[src/rtl/serial_sub_pkg.sv]
// Shared types and helpers for the bit-serial subtractor.
// FSM state encoding, default width, counter-width helper.
package serial_sub_pkg;

  localparam int SUB_WIDTH_DEF = 4;

  typedef enum logic [1:0] {
    ST_IDLE  = 2'd0,
    ST_SHIFT = 2'd1,
    ST_DONE  = 2'd2
  } sub_state_e;

  function automatic int cnt_w(input int w);
    return $clog2(w + 1);
  endfunction

endpackage

[src/rtl/serial_ripple_subtractor_fs.sv]
// One-bit full-subtractor cell: d = a - b - bin, bout = borrow.
// Ports: a, b, bin in; d, bout out (all 1 bit, combinational).
module full_subtractor_struc (
  input  logic a,
  input  logic b,
  input  logic bin,
  output logic d,
  output logic bout
);

  logic axb;

  assign axb  = a ^ b;
  assign d    = axb ^ bin;
  assign bout = (~a & b) | (~axb & bin);

endmodule

[src/rtl/serial_ripple_subtractor.sv]
// Bit-serial a - b - bin, LSB first, one bit per clock, start/busy/done.
// Ports: clk, rst (sync, active-high), start, a, b, bin in;
//        busy, done, diff, bout out; ovf out with SERIAL_SUB_OVF_EN.
module serial_ripple_subtractor
  import serial_sub_pkg::*;
#(
  parameter int WIDTH = SUB_WIDTH_DEF
) (
  input  logic             clk,
  input  logic             rst,
  input  logic             start,
  input  logic [WIDTH-1:0] a,
  input  logic [WIDTH-1:0] b,
  input  logic             bin,
  output logic             busy,
  output logic             done,
  output logic [WIDTH-1:0] diff,
  output logic             bout
`ifdef SERIAL_SUB_OVF_EN
  ,
  output logic             ovf
`endif
);

  localparam int CW = cnt_w(WIDTH);
  localparam logic [CW-1:0] LAST = CW'(WIDTH - 1);

  if (WIDTH < 2 || WIDTH > 16) begin : g_bad_width
    $error("WIDTH must be in 2..16");
  end

  sub_state_e       state_q, state_d;
  logic [WIDTH-1:0] ra_q, ra_d;
  logic [WIDTH-1:0] rb_q, rb_d;
  logic [WIDTH-1:0] part_q, part_d;
  logic             br_q, br_d;
  logic [CW-1:0]    cnt_q, cnt_d;
  logic [WIDTH-1:0] diff_q, diff_d;
  logic             bout_q, bout_d;

  logic fs_d;
  logic fs_b;

  full_subtractor_struc u_fs (
    .a    (ra_q[0]),
    .b    (rb_q[0]),
    .bin  (br_q),
    .d    (fs_d),
    .bout (fs_b)
  );

`ifdef SERIAL_SUB_OVF_EN
  logic ovf_q, ovf_d;
`endif

  always_comb begin
    state_d = state_q;
    ra_d    = ra_q;
    rb_d    = rb_q;
    part_d  = part_q;
    br_d    = br_q;
    cnt_d   = cnt_q;
    diff_d  = diff_q;
    bout_d  = bout_q;
`ifdef SERIAL_SUB_OVF_EN
    ovf_d   = ovf_q;
`endif
    unique case (state_q)
      ST_IDLE: begin
        if (start) begin
          state_d = ST_SHIFT;
          ra_d    = a;
          rb_d    = b;
          br_d    = bin;
          part_d  = '0;
          cnt_d   = '0;
        end
      end
      ST_SHIFT: begin
        part_d = {fs_d, part_q[WIDTH-1:1]};
        ra_d   = ra_q >> 1;
        rb_d   = rb_q >> 1;
        br_d   = fs_b;
        cnt_d  = cnt_q + 1'b1;
        if (cnt_q == LAST) begin
          // Result goes straight from the cell to the output regs,
          // so partial values never appear on diff.
          state_d = ST_DONE;
          diff_d  = {fs_d, part_q[WIDTH-1:1]};
          bout_d  = fs_b;
`ifdef SERIAL_SUB_OVF_EN
          // br_q is the borrow into the MSB, fs_b the borrow out.
          ovf_d   = br_q ^ fs_b;
`endif
        end
      end
      ST_DONE: begin
        state_d = ST_IDLE;
      end
      default: begin
        state_d = ST_IDLE;
      end
    endcase
  end

  always_ff @(posedge clk) begin
    if (rst) begin
      state_q <= ST_IDLE;
      ra_q    <= '0;
      rb_q    <= '0;
      part_q  <= '0;
      br_q    <= 1'b0;
      cnt_q   <= '0;
      diff_q  <= '0;
      bout_q  <= 1'b0;
    end else begin
      state_q <= state_d;
      ra_q    <= ra_d;
      rb_q    <= rb_d;
      part_q  <= part_d;
      br_q    <= br_d;
      cnt_q   <= cnt_d;
      diff_q  <= diff_d;
      bout_q  <= bout_d;
    end
  end

`ifdef SERIAL_SUB_OVF_EN
  always_ff @(posedge clk) begin
    if (rst) begin
      ovf_q <= 1'b0;
    end else begin
      ovf_q <= ovf_d;
    end
  end

  assign ovf = ovf_q;
`endif

  assign busy = (state_q == ST_SHIFT);
  assign done = (state_q == ST_DONE);
  assign diff = diff_q;
  assign bout = bout_q;

endmodule
[config.mk]
export PLATFORM = sky130hd
export DESIGN_NAME = serial_ripple_subtractor
export DESIGN_NICKNAME = d
export VERILOG_FILES = /design/src/rtl/serial_sub_pkg.sv /design/src/rtl/serial_ripple_subtractor_fs.sv /design/src/rtl/serial_ripple_subtractor.sv
export SDC_FILE = /design/constraint.sdc
export NUM_CORES = 1
export LEC_CHECK = 0
export ABC_CLOCK_PERIOD_IN_PS = 1880
export BUFFER_PORTS_ARGS = -buffer_cell sky130_fd_sc_hd__buf_2
export CORE_MARGIN = 3
export CORE_UTILIZATION = 40
export DETAILED_ROUTE_END_ITERATION = 10
export GPL_TIMING_DRIVEN = 0
export HOLD_SLACK_MARGIN = 0.08
export SYNTH_ARGS = -nofsm -noshare
export SYNTH_HDL_FRONTEND = slang
export SYNTH_SLANG_ARGS = --single-unit
[constraint.sdc]
create_clock -name clk -period 1.88 [get_ports clk]
set_clock_uncertainty 0.15 [all_clocks]
set_input_delay 0.188 -clock clk [delete_from_list [all_inputs] [get_ports clk]]
set_output_delay 0.188 -clock clk [all_outputs]
set_load 0.01 [all_outputs]
Word level (Yosys, flattened, before mapping)
Index checks and enable logic that the tools add are counted.
{"block": "totals", "inputBits": 12, "wordCells": 39, "regBits": 23}
{"block": "op_classes", "n_addsub": 1, "eq_ne": 5, "bitwise_logic": 7, "muxes": 13, "n_reduce_logical": 5}
{"operator": "4-bit case mux with 2 select lines", "count": 3}
{"operator": "4-bit 2-to-1 mux", "count": 3}
{"operator": "3-bit case mux with 2 select lines", "count": 1}
{"operator": "2-bit AND reduction", "count": 3}
{"operator": "2-bit 2-to-1 mux", "count": 2}
{"operator": "2-bit case mux with 2 select lines", "count": 1}
{"operator": "3-bit by 1-bit adder with 3-bit output, second input constant", "count": 1}
{"operator": "3-bit by 2-bit == test with 1-bit output, second input constant", "count": 1}
{"operator": "3-bit 2-to-1 mux", "count": 1}
{"operator": "1-bit bitwise AND", "count": 2}
{"operator": "2-bit by 1-bit == test with 1-bit output, second input constant", "count": 1}
{"operator": "2-bit == test, second input constant", "count": 1}
{"operator": "2-bit zero test", "count": 1}
{"operator": "2-bit by 1-bit inequality test with 1-bit output, second input constant", "count": 1}
{"operator": "2-bit inequality test, second input constant", "count": 1}
{"operator": "1-bit NOT", "count": 2}
{"operator": "1-bit case mux with 2 select lines", "count": 1}
{"operator": "2-bit nonzero test", "count": 1}
{"operator": "1-bit bitwise XOR", "count": 2}
{"operator": "1-bit 2-to-1 mux", "count": 1}
{"operator": "1-bit bitwise OR", "count": 1}

Longest topological paths before layout
Gate-level depths: netlist of run 1.
{"block": "logic_depth", "ltp_word": 5, "depth_mapped": 5, "ltp_nobuf": 5}

Modules after synthesis
Synthesis of run 1 repeated with hierarchy kept, for this count alone.
{"block": "hier_totals", "cells_unflattened": 104, "area_unflattened_um2": 1009.7}
{"module": "serial_ripple_subtractor", "area_per_inst_um2": 978.4, "n_inst": 1, "cells_per_inst": 100}
{"module": "full_subtractor_struc", "area_per_inst_um2": 31.3, "n_inst": 1, "cells_per_inst": 4}

Worst setup path before layout of run 1
No wires, ideal clock.
{"block": "synth_path", "kind": "register to register", "start": "register cnt_q[0]", "end": "register bout_q (netlist: bout)", "setup_slack_ps": 445, "arrival_ps": 1158, "path_stages_with_launch": 6, "setup_time_ps": 128, "period_less_slack_ps": 1435, "required_ps": 1602, "n_path_buf": 0, "path_cell_list": "dfxtp_1 ha_1 ha_1 nand3b_1 mux2i_1 nor2_1"}
{"block": "synth_via", "elab_chain_len": 2}
{"item": "from (decl)", "line_no": "serial_ripple_subtractor.sv:37", "text": "logic [CW-1:0] cnt_q, cnt_d;"}
{"item": "from (signal assigned)", "line_no": "serial_ripple_subtractor.sv:122", "text": "cnt_q <= cnt_d;"}
{"item": "3-bit by 2-bit == test with 1-bit output", "line_no": "serial_ripple_subtractor.sv:85", "text": "if (cnt_q == LAST) begin"}
{"item": "2-bit AND reduction (no line)"}
{"item": "to (signal assigned)", "line_no": "serial_ripple_subtractor.sv:124", "text": "bout_q <= bout_d;"}
{"item": "to (decl)", "line_no": "serial_ripple_subtractor.sv:39", "text": "logic bout_q, bout_d;"}
Every way passes these cells.
A chain may end at the register's enable or synchronous reset.

Worst setup path after layout of run 1
Ends and elaborated chain as after synthesis.

==> results.py, run 1 <==
metrics = {
    "critical_path": {
        "worstSetupEndpoint": "bout",
        "critPathCaptureType": "flop",
        "crit_cells": 5,
        "cpPeakStageDelay_ns": 0.35,
        "cp_cell_sequence": "ha_1 -> ha_1 -> nand3b_1 -> mux2i_1 -> nor2_1",
        "cp-start-kind": "flop",
        "crit_slowest_cell": "dfxtp_1",
        "arrival_ns": 1.64,
        "r2r_cells": 5,
        "cp-startpoint": "cnt_q[0]",
        "crit_buf_inv": 0,
        "rrSetupSlack_ns": 0.28,
        "r2r-start": "cnt_q[0]",
        "cp_max_fo": 6,
        "critical_path_class": "reg2reg",
        "critPathRequiredTime_ns": 1.92,
        "cp_common_cell": "ha_1",
        "critPathTopFamily": "adder cells",
        "worstReg2RegEnd": "bout",
    },
    "clocking": {
        "clockBufferDepth": 2,
        "cts.clk_slew.worst_paths_ns": 0.12,
        "htree_levels": 1,
        "ctsHoldBuffers": 4,
        "cts_setup_buffers": 0,
        "insertion_delay_ns": 0.30,
        "clock-root-buffer": "clkbuf_4",
        "cts_buffers": 3,
        "cts_tree": "done",
        "clock-sinks": 22,
        "post_cts_resized": 0,
    },
    "pwr": {
        "totalPowerFinal_mw": 1.00,
        "ir_drop_uv": 411,
        "leakagePower_nw": 0.522,
        "powerDensity_mw_per_mm2": 822,
    },
    "routing": {
        "drc": 0,
        "vias_per_cell": 5.10,
        "drt_iter0_drc": 14,
        "wl_per_cell_um": 12.3,
        "drt_pre_antenna_iters": 4,
        "num_vias": 786,
        "wirelength_mm": 1.89,
        "final_antenna_net_count": 0,
    },
    "logic_synthesis": {
        "syn_avg_cell_area_sq_um": 10.0,
        "synthArstFlopShare": 0,
        "netlist_instances": 100,
        "synth.distinct_cells": 24,
        "syn_nets": 115,
        "netlist_top_cells_area": "dfxtp_1 (44%), a211oi_2 (7.5%), mux2i_1 (7.0%), nor2_1 (6.4%), a22oi_1 (5.2%)",
        "synth_sequential_area_ratio": 0.439,
        "syn-cell-area_sq_mm": 0.00100,
        "yosysWarnings": 0,
        "synth_edf_count": 0,
        "netlist.top_cell.by_area": "dfxtp_1",
        "yosysMostFrequentCell": "dfxtp_1",
        "synth_ff_type": "dfxtp_1",
        "yosys-top-cells-count": "dfxtp_1 (22), nor2_1 (17), a22oi_1 (7), mux2i_1 (7)",
        "synth_top_area_frac": 0.439,
        "ys_ff_latch": 22,
    },
    "final_layout": {
        "drive_gt1_frac": 0.310,
        "stdcell_count": 154,
        "diodes": 0,
        "design_area_sq_mm": 0.00122,
        "regArea_sq_um": 440,
        "finish.utilization": 0.531,
        "fin_nets": 142,
        "fillers": 221,
        "multi_input_area_sq_um": 482,
        "area_growth_pct": 21.7,
    },
    "sta": {
        "setup_viol": 0,
        "fin_crit_sh": 0.849,
        "fin_ws_ns": 0.284,
        "fin_setup_tns_ns": 0,
        "tightest_slew_ns": 0.448,
        "slew_violations": 0,
        "timing.fmax_ghz": 0.627,
        "rsz0062_at_grt": "false",
        "relSlewSlack": 0.701,
        "hold_violations": 0,
        "min_period_ns": 1.60,
        "hold_ws_ns": 0.0901,
    },
    "placement": {
        "dp_hpwl_mm": 1.37,
        "place_ws_ns": 0.300,
        "dpl.cell_count": 146,
        "globalplace.congestion": 0.694,
        "io_buffer_count": 18,
        "place_area_sq_mm": 0.00113,
    },
    "floorplan": {
        "die-area_sq_mm": 0.00314,
        "die-height_um": 56.1,
        "pin_count": 19,
        "num_rows": 17,
        "initial_core_util": 0.436,
        "die_w_um": 56.1,
        "core_sq_mm": 0.00230,
    },
    "global_route": {
        "grt.total_usage": 0.133,
        "grt_pass1_wl_mm": 3.32,
        "grt_max_degree": 14,
        "first_global_vias": 737,
        "overflow": 0,
        "antenna_found_initial": 0,
    },
    "outcome": {
        "status": "completed",
    },
    "job": {
        "drv_cap": 0,
    },
    "min_path": {
        "hold_path.class": "in2reg",
    },
}
placed cells by master (no fill, tap or decap), drive strengths merged, types with 3 or more instances in the layout:
cell	netlist	final
dfxtp	22	22
nand3	4	4
a22oi	7	7
nand2	4	4
nor2	17	17
clkbuf	1	4
nor3b	3	3
inv	6	6
a211oi	6	6
a21oi	4	4
buf	6	24
mux2i	7	7
dlygate4sd3	0	4
flip-flops by register name, summed over array words and instances (netlist names):
name,cells
bout,1
br_q,1
cnt_q,3
diff,4
part_q,3
ra_q,4
rb_q,4
state_q,2
worst min path at each step:
stage          from  endpoint  slack (ns)  cells past startpoint
3_3_place_gp    rst   rb_q[2]        0.27                      2
2_1_floorplan   rst   ra_q[0]        0.11                      1
5_1_grt        b[0]   rb_q[0]         0.1                      3
3_5_place_dp    rst   rb_q[2]        0.28                      2
4_1_cts        a[1]   ra_q[1]        0.08                      3
6_report       a[2]   ra_q[2]        0.09                      3
power breakdown:
group	leakage (nW)	internal, mW	switching [mW]
Clock	0.0279	0.215	0.143
Sequential	0.180	0.489	0.0135
Combinational	0.314	0.0697	0.0723
Total	0.522	0.774	0.229
cell type report:
cell class              count  area share
well taps                  28      0.0287
plain buffers               7      0.0472
repair buffers             22       0.107
clock buffers               3      0.0185
multi-input cells          65       0.395
inverters                   6      0.0185
flip-flops and latches     22       0.361
clock inverters             1      0.0246
cells by family after synthesis:
group / Yosys count / share of synthesized area
AND/OR/NAND/NOR: 36 / 0.191
AO/OA/AOI/OAI: 19 / 0.175
buffers and inverters: 13 / 0.0799
multiplexers: 7 / 0.0699
flip-flops: 22 / 0.439
adder cells (fa/ha/maj): 3 / 0.0449
worst register-to-register path, cell delays in order (launching register included):
cell	delay, ns
dfxtp_1	0.35
ha_1	0.20
ha_1	0.25
nand3b_1	0.26
mux2i_1	0.22
nor2_1	0.05
metal layers:
metal	global-route usage	share of wire	vias up
met5	0	0	-
met4	0.0610	0.0069	0
met3	0.0255	0.042	2
met2	0.200	0.45	14
met1	0.181	0.50	367
li1	-	-	403
(Power assumes the default switching activity.)
==> inputs of run 2 (changes only) <==
ABC_CLOCK_PERIOD_IN_PS = 1300   (was 1880)
clock period = 1.3 ns   (was 1.88 ns; I/O delays follow)
==> run 2 against run 1 <==
Net effect:
- the run now ends with setup timing left
- cell area increased by 27%
- hold slack gained 0.23 ns
- first-iteration DRC count increased by 21%
- largest cell class unchanged
- power grew 43%
- wire length grew 23%
- fmax up 16%
- die area unchanged
- clock power grew 6.4%
==> results.py, run 2 (synthesized netlist as in run 1, its figures left out) <==
metrics = {
    "final_layout": {
        "area_growth_pct": 54.8,
        "stdcell_count": 172,
        "diodes": 0,
        "multi_input_area_sq_um": 618,
        "fillers": 188,
        "finish.utilization": 0.675,
        "design_area_sq_mm": 0.00155,
        "layout_commonest_cell": "buf_2",
        "regArea_sq_um": 452,
        "drive_gt1_frac": 0.569,
        "fin_nets": 160,
        "mostFrequentLayoutCells": "buf_2 (16), dfxtp_1 (15), nor2_1 (13), dlygate4sd3_1 (11), buf_4 (9)",
    },
    "floorplan": {
        "num_rows": 17,
        "initial_core_util": 0.436,
        "pin_count": 19,
        "die-height_um": 56.1,
        "core_sq_mm": 0.00230,
        "die_w_um": 56.1,
        "die-area_sq_mm": 0.00314,
    },
    "global_route": {
        "grt.total_usage": 0.153,
        "grt_max_degree": 13,
        "grt_pass1_wl_mm": 3.84,
        "first_global_vias": 856,
        "antenna_found_initial": 0,
        "overflow": 0,
    },
    "clocking": {
        "cts_buffers": 3,
        "cts.clk_slew.worst_paths_ns": 0.13,
        "cts_tree": "done",
        "htree_levels": 1,
        "clock-root-buffer": "clkbuf_4",
        "insertion_delay_ns": 0.31,
        "clock-sinks": 22,
        "clockBufferDepth": 2,
    },
    "min_path": {
        "hold_path.class": "reg2reg",
    },
    "placement": {
        "dp_hpwl_mm": 1.40,
        "dpl.cell_count": 146,
        "globalplace.congestion": 0.704,
        "place_area_sq_mm": 0.00115,
        "io_buffer_count": 18,
    },
    "sta": {
        "relSlewSlack": 0.782,
        "tightest_slew_ns": 0.323,
        "slew_violations": 0,
        "hold_violations": 0,
        "rsz0062_at_grt": "true",
        "timing.fmax_ghz": 0.728,
        "hold_ws_ns": 0.317,
        "setup_viol": 10,
        "fin_crit_sh": 1.06,
        "fin_ws_ns": -0.0742,
        "min_period_ns": 1.37,
        "fin_setup_tns_ns": -0.348,
    },
    "critical_path": {
        "r2r-start": "br_q",
        "arrival_ns": 1.48,
        "r2r_cells": 4,
        "cp-startpoint": "br_q",
        "critPathCaptureType": "flop",
        "cp_max_fo": 2,
        "rrSetupSlack_ns": -0.07,
        "cpPeakStageDelay_ns": 0.59,
        "crit_slowest_cell": "fa_2",
        "cp_cell_sequence": "inv_2 -> fa_2 -> nand3_2 -> a21oi_1",
        "critPathRequiredTime_ns": 1.41,
        "cp-start-kind": "flop",
        "critical_path_class": "reg2reg",
        "worstSetupEndpoint": "diff[3]",
        "worstReg2RegEnd": "diff[3]",
    },
    "routing": {
        "vias_per_cell": 5.08,
        "drc": 0,
        "drt_pre_antenna_iters": 4,
        "drt_iter0_drc": 17,
        "wirelength_mm": 2.32,
        "wl_per_cell_um": 13.5,
        "num_vias": 874,
        "final_antenna_net_count": 0,
    },
    "outcome": {
        "violations": "setup timing",
        "status": "finished with violations",
    },
    "job": {
        "drv_cap": 0,
    },
    "pwr": {
        "leakagePower_nw": 0.634,
        "ir_drop_uv": 797,
        "powerDensity_mw_per_mm2": 923,
    },
}
[run 2: cell count changes in the layout (fill, tap and decap cells not counted), moves of 4 or more]
cell / change
buf_4: +7
dlygate4sd3_1: +7
nor2_4: +4
dfxtp_1: -7
nor2_1: -4
dfxtp_2: +6
[run 2: layout make-up]
| class | instances | share of cell area |
|---|---|---|
| Clock buffer | 4 | 0.0234 |
| Multi-Input combinational cell | 65 | 0.398 |
| Tap cell | 28 | 0.0226 |
| Sequential cell | 22 | 0.291 |
| Timing Repair Buffer | 42 | 0.211 |
| Buffer | 5 | 0.0387 |
| Inverter | 6 | 0.0145 |
[run 2: per-stage QoR]
stage          setup WS (ns)  power, mW
2_1_floorplan        -0.0338      0.890
3_3_place_gp          -0.161      0.942
3_5_place_dp          -0.164      0.947
4_1_cts               -0.109       1.39
5_1_grt               -0.121       1.51
6_report             -0.0742       1.43
[run 2: worst min path at each step]
| stage | startpoint | endpoint | slack (ns) | cells after the start |
|---|---|---|---|---|
| after floorplan | rst | ra_q[0] | 0.05 | 1 |
| after global placement | rst | rb_q[2] | 0.21 | 2 |
| after detailed placement | rst | rb_q[2] | 0.22 | 2 |
| after CTS | a[0] | ra_q[0] | 0.08 | 3 |
| after global routing | diff[3] | diff[3] | 0.32 | 2 |
| final | diff[3] | diff[3] | 0.32 | 2 |
[run 2: critical path: cells and delay by family, from the launching register on]
kind | cells | cell delay (ns)
adders and majority gates | 1 | 0.59
DFF | 1 | 0.35
and+or+nand+nor | 1 | 0.06
AOI/OAI and AO/OA | 1 | 0.13
buffers and inverters | 1 | 0.04
[run 2: routing by layer]
metal	up-vias	track usage	part of all wire
li1	438	-	-
met1	416	0.208	0.49
met2	18	0.245	0.47
met3	2	0.0510	0.041
met4	0	0.0136	0.0034
met5	-	0	0
[run 2: power by group]
group,internal (mW),switching (mW)
clock network,0.171,0.210
logic,0.172,0.137
registers,0.709,0.0317
total,1.05,0.379
[run 2: timing repair]
| item | 4_1_cts | 5_1_grt |
|---|---|---|
| buffers inserted | 9 | 4 |
| endpoints found under the setup margin | 12 | 23 |
| resized for setup | 20 | 31 |
| endpoints found under the hold margin | 10 | 1 |
| hold buffers | 10 | 1 |
| pin swaps | 11 | 6 |
==> inputs of run 3 (changes only) <==
==> constraint.sdc (replaced) <==
create_clock -name clk -period 1.3 [get_ports clk]
set_clock_uncertainty 0.15 [all_clocks]
set_input_delay 0.065 -clock clk [delete_from_list [all_inputs] [get_ports clk]]
set_output_delay 0.065 -clock clk [all_outputs]
set_load 0.01 [all_outputs]
==> run 3 against run 2 <==
Net effect:
- the flow still finishes with violations (setup timing)
- global-route usage rose by 0.86 points
- final cell count down 1.2%
- power is 2.6% lower
- non-clock buffer count fell by 2
- critical endpoint is now diff[1]
- largest cell class unchanged
==> results.py, run 3 (synthesized netlist as in run 1, its figures left out) <==
metrics = {
    "sta": {
        "tightest_slew_ns": 0.429,
        "hold_violations": 0,
        "fin_setup_tns_ns": -0.322,
        "rsz0062_at_grt": "true",
        "setup_viol": 6,
        "fin_crit_sh": 1.05,
        "min_period_ns": 1.37,
        "slew_violations": 0,
        "relSlewSlack": 0.714,
        "timing.fmax_ghz": 0.730,
        "fin_ws_ns": -0.0698,
    },
    "placement": {
        "globalplace.congestion": 0.704,
        "place_area_sq_mm": 0.00115,
        "io_buffer_count": 18,
        "dpl.cell_count": 146,
        "place_ws_ns": -0.164,
        "dp_hpwl_mm": 1.40,
    },
    "pwr": {
        "swShare": 0.262,
        "pwr-share-seq": 0.530,
        "leakagePower_nw": 0.606,
        "totalPowerFinal_mw": 1.39,
        "p_int_mw": 1.03,
        "p_clk_frac": 0.277,
        "share_comb_of_total_power": 0.193,
        "ir_drop_uv": 788,
        "powerDensity_mw_per_mm2": 939,
        "switchingPower_mw": 0.365,
    },
    "clocking": {
        "cts_buffers": 3,
        "cts.clk_slew.worst_paths_ns": 0.11,
        "htree_levels": 1,
        "clock-root-buffer": "clkbuf_4",
        "clockBufferDepth": 2,
        "insertion_delay_ns": 0.32,
        "clock-sinks": 22,
        "cts_tree": "done",
    },
    "final_layout": {
        "design_area_sq_mm": 0.00149,
        "stdcell_count": 170,
        "drive_gt1_frac": 0.549,
        "fin_nets": 158,
        "mostFrequentLayoutCells": "buf_2 (18), nor2_1 (16), dfxtp_1 (15), dlygate4sd3_1 (11), buf_4 (8)",
        "layout_commonest_cell": "buf_2",
        "area_growth_pct": 48.2,
        "diodes": 0,
    },
    "outcome": {
        "status": "finished with violations",
        "violations": "setup timing",
    },
    "floorplan": {
        "die-height_um": 56.1,
        "core_sq_mm": 0.00230,
        "die_w_um": 56.1,
        "initial_core_util": 0.436,
        "num_rows": 17,
        "die-area_sq_mm": 0.00314,
        "pin_count": 19,
    },
    "global_route": {
        "antenna_found_initial": 0,
        "first_global_vias": 881,
        "grt_pass1_wl_mm": 3.97,
        "overflow": 0,
        "grt_max_degree": 13,
        "grt.total_usage": 0.162,
    },
    "routing": {
        "drc": 0,
        "final_antenna_net_count": 0,
        "drt_iter0_drc": 9,
        "vias_per_cell": 5.00,
        "wl_per_cell_um": 13.1,
        "num_vias": 850,
        "wirelength_mm": 2.23,
        "drt_pre_antenna_iters": 4,
    },
    "critical_path": {
        "critical_path_class": "reg2reg",
        "critPathCaptureType": "flop",
        "critPathRequiredTime_ns": 1.34,
        "arrival_ns": 1.41,
        "cp-start-kind": "flop",
        "cp_max_fo": 4,
    },
    "job": {
        "drv_cap": 0,
    },
    "min_path": {
        "hold_path.class": "reg2reg",
    },
}
run 3: cell types whose count changed in the layout (fill, tap and decap cells not counted), moves of 2 or more:
cell and delta:
nor2_4 -4, a22oi_1 -2, a22oi_2 +2, buf_2 +2
inv_2 +2, inv_1 -2, nor2_1 +3
run 3: cell type report:
| cell class | count | area, sq um |
|---|---|---|
| clock buffers | 4 | 36.3 |
| well taps | 28 | 35.0 |
| plain buffers | 5 | 46.3 |
| flip-flops and latches | 22 | 452 |
| multi-input cells | 65 | 593 |
| inverters | 6 | 22.5 |
| fillers | 201 | 812 |
| repair buffers | 40 | 300 |
run 3: through the flow:
stage	util	hold WS (ns)
2_1_floorplan	-	-0.0140
6_report	0.647	0.320
5_1_grt	0.647	0.340
3_3_place_gp	0.502	0.149
4_1_cts	0.610	0.315
3_5_place_dp	0.502	0.155
run 3: layer usage:
| metal | track usage | wire (um) |
|---|---|---|
| met1 | 0.206 | 1010 |
| met2 | 0.255 | 1070 |
| met3 | 0.0534 | 116 |
| met4 | 0.0542 | 35 |
| met5 | 0 | 0 |
run 3: path summary, 6_finish.rpt:
check                           cells past startpoint  startpoint  slack [ns]  endpoint
worst min register to register                      2     diff[1]        0.32   diff[1]
worst max-delay path                                6    cnt_q[1]       -0.07   diff[1]
worst min-delay path                                2     diff[1]        0.32   diff[1]
worst max register to register                      6    cnt_q[1]       -0.07   diff[1]
run 3: critical path, stage by stage, from the launching register on:
cell	delay (ns)
dfxtp_2	0.37
ha_4	0.14
ha_4	0.14
nand3b_1	0.17
buf_6	0.19
nand2_2	0.05
a21oi_1	0.05
run 3: power by group through the flow:
stage                     clock (mW)  combinational (mW)  sequential [mW]
final                          0.386               0.268            0.739
after global routing           0.430               0.298            0.744
after CTS                      0.396               0.255            0.734
after detailed placement           0               0.203            0.744
after global placement             0               0.199            0.743
after floorplan                    0               0.151            0.739
run 3: repair_timing:
item | 4_1_cts | 5_1_grt
endpoints found under the hold margin | 10 | 0
pin swaps | 10 | 8
hold buffers | 11 | 0
gates resized for setup | 19 | 20
cloned | 0 | 1
buffers inserted | 8 | 2
setup endpoints to repair | 12 | 20
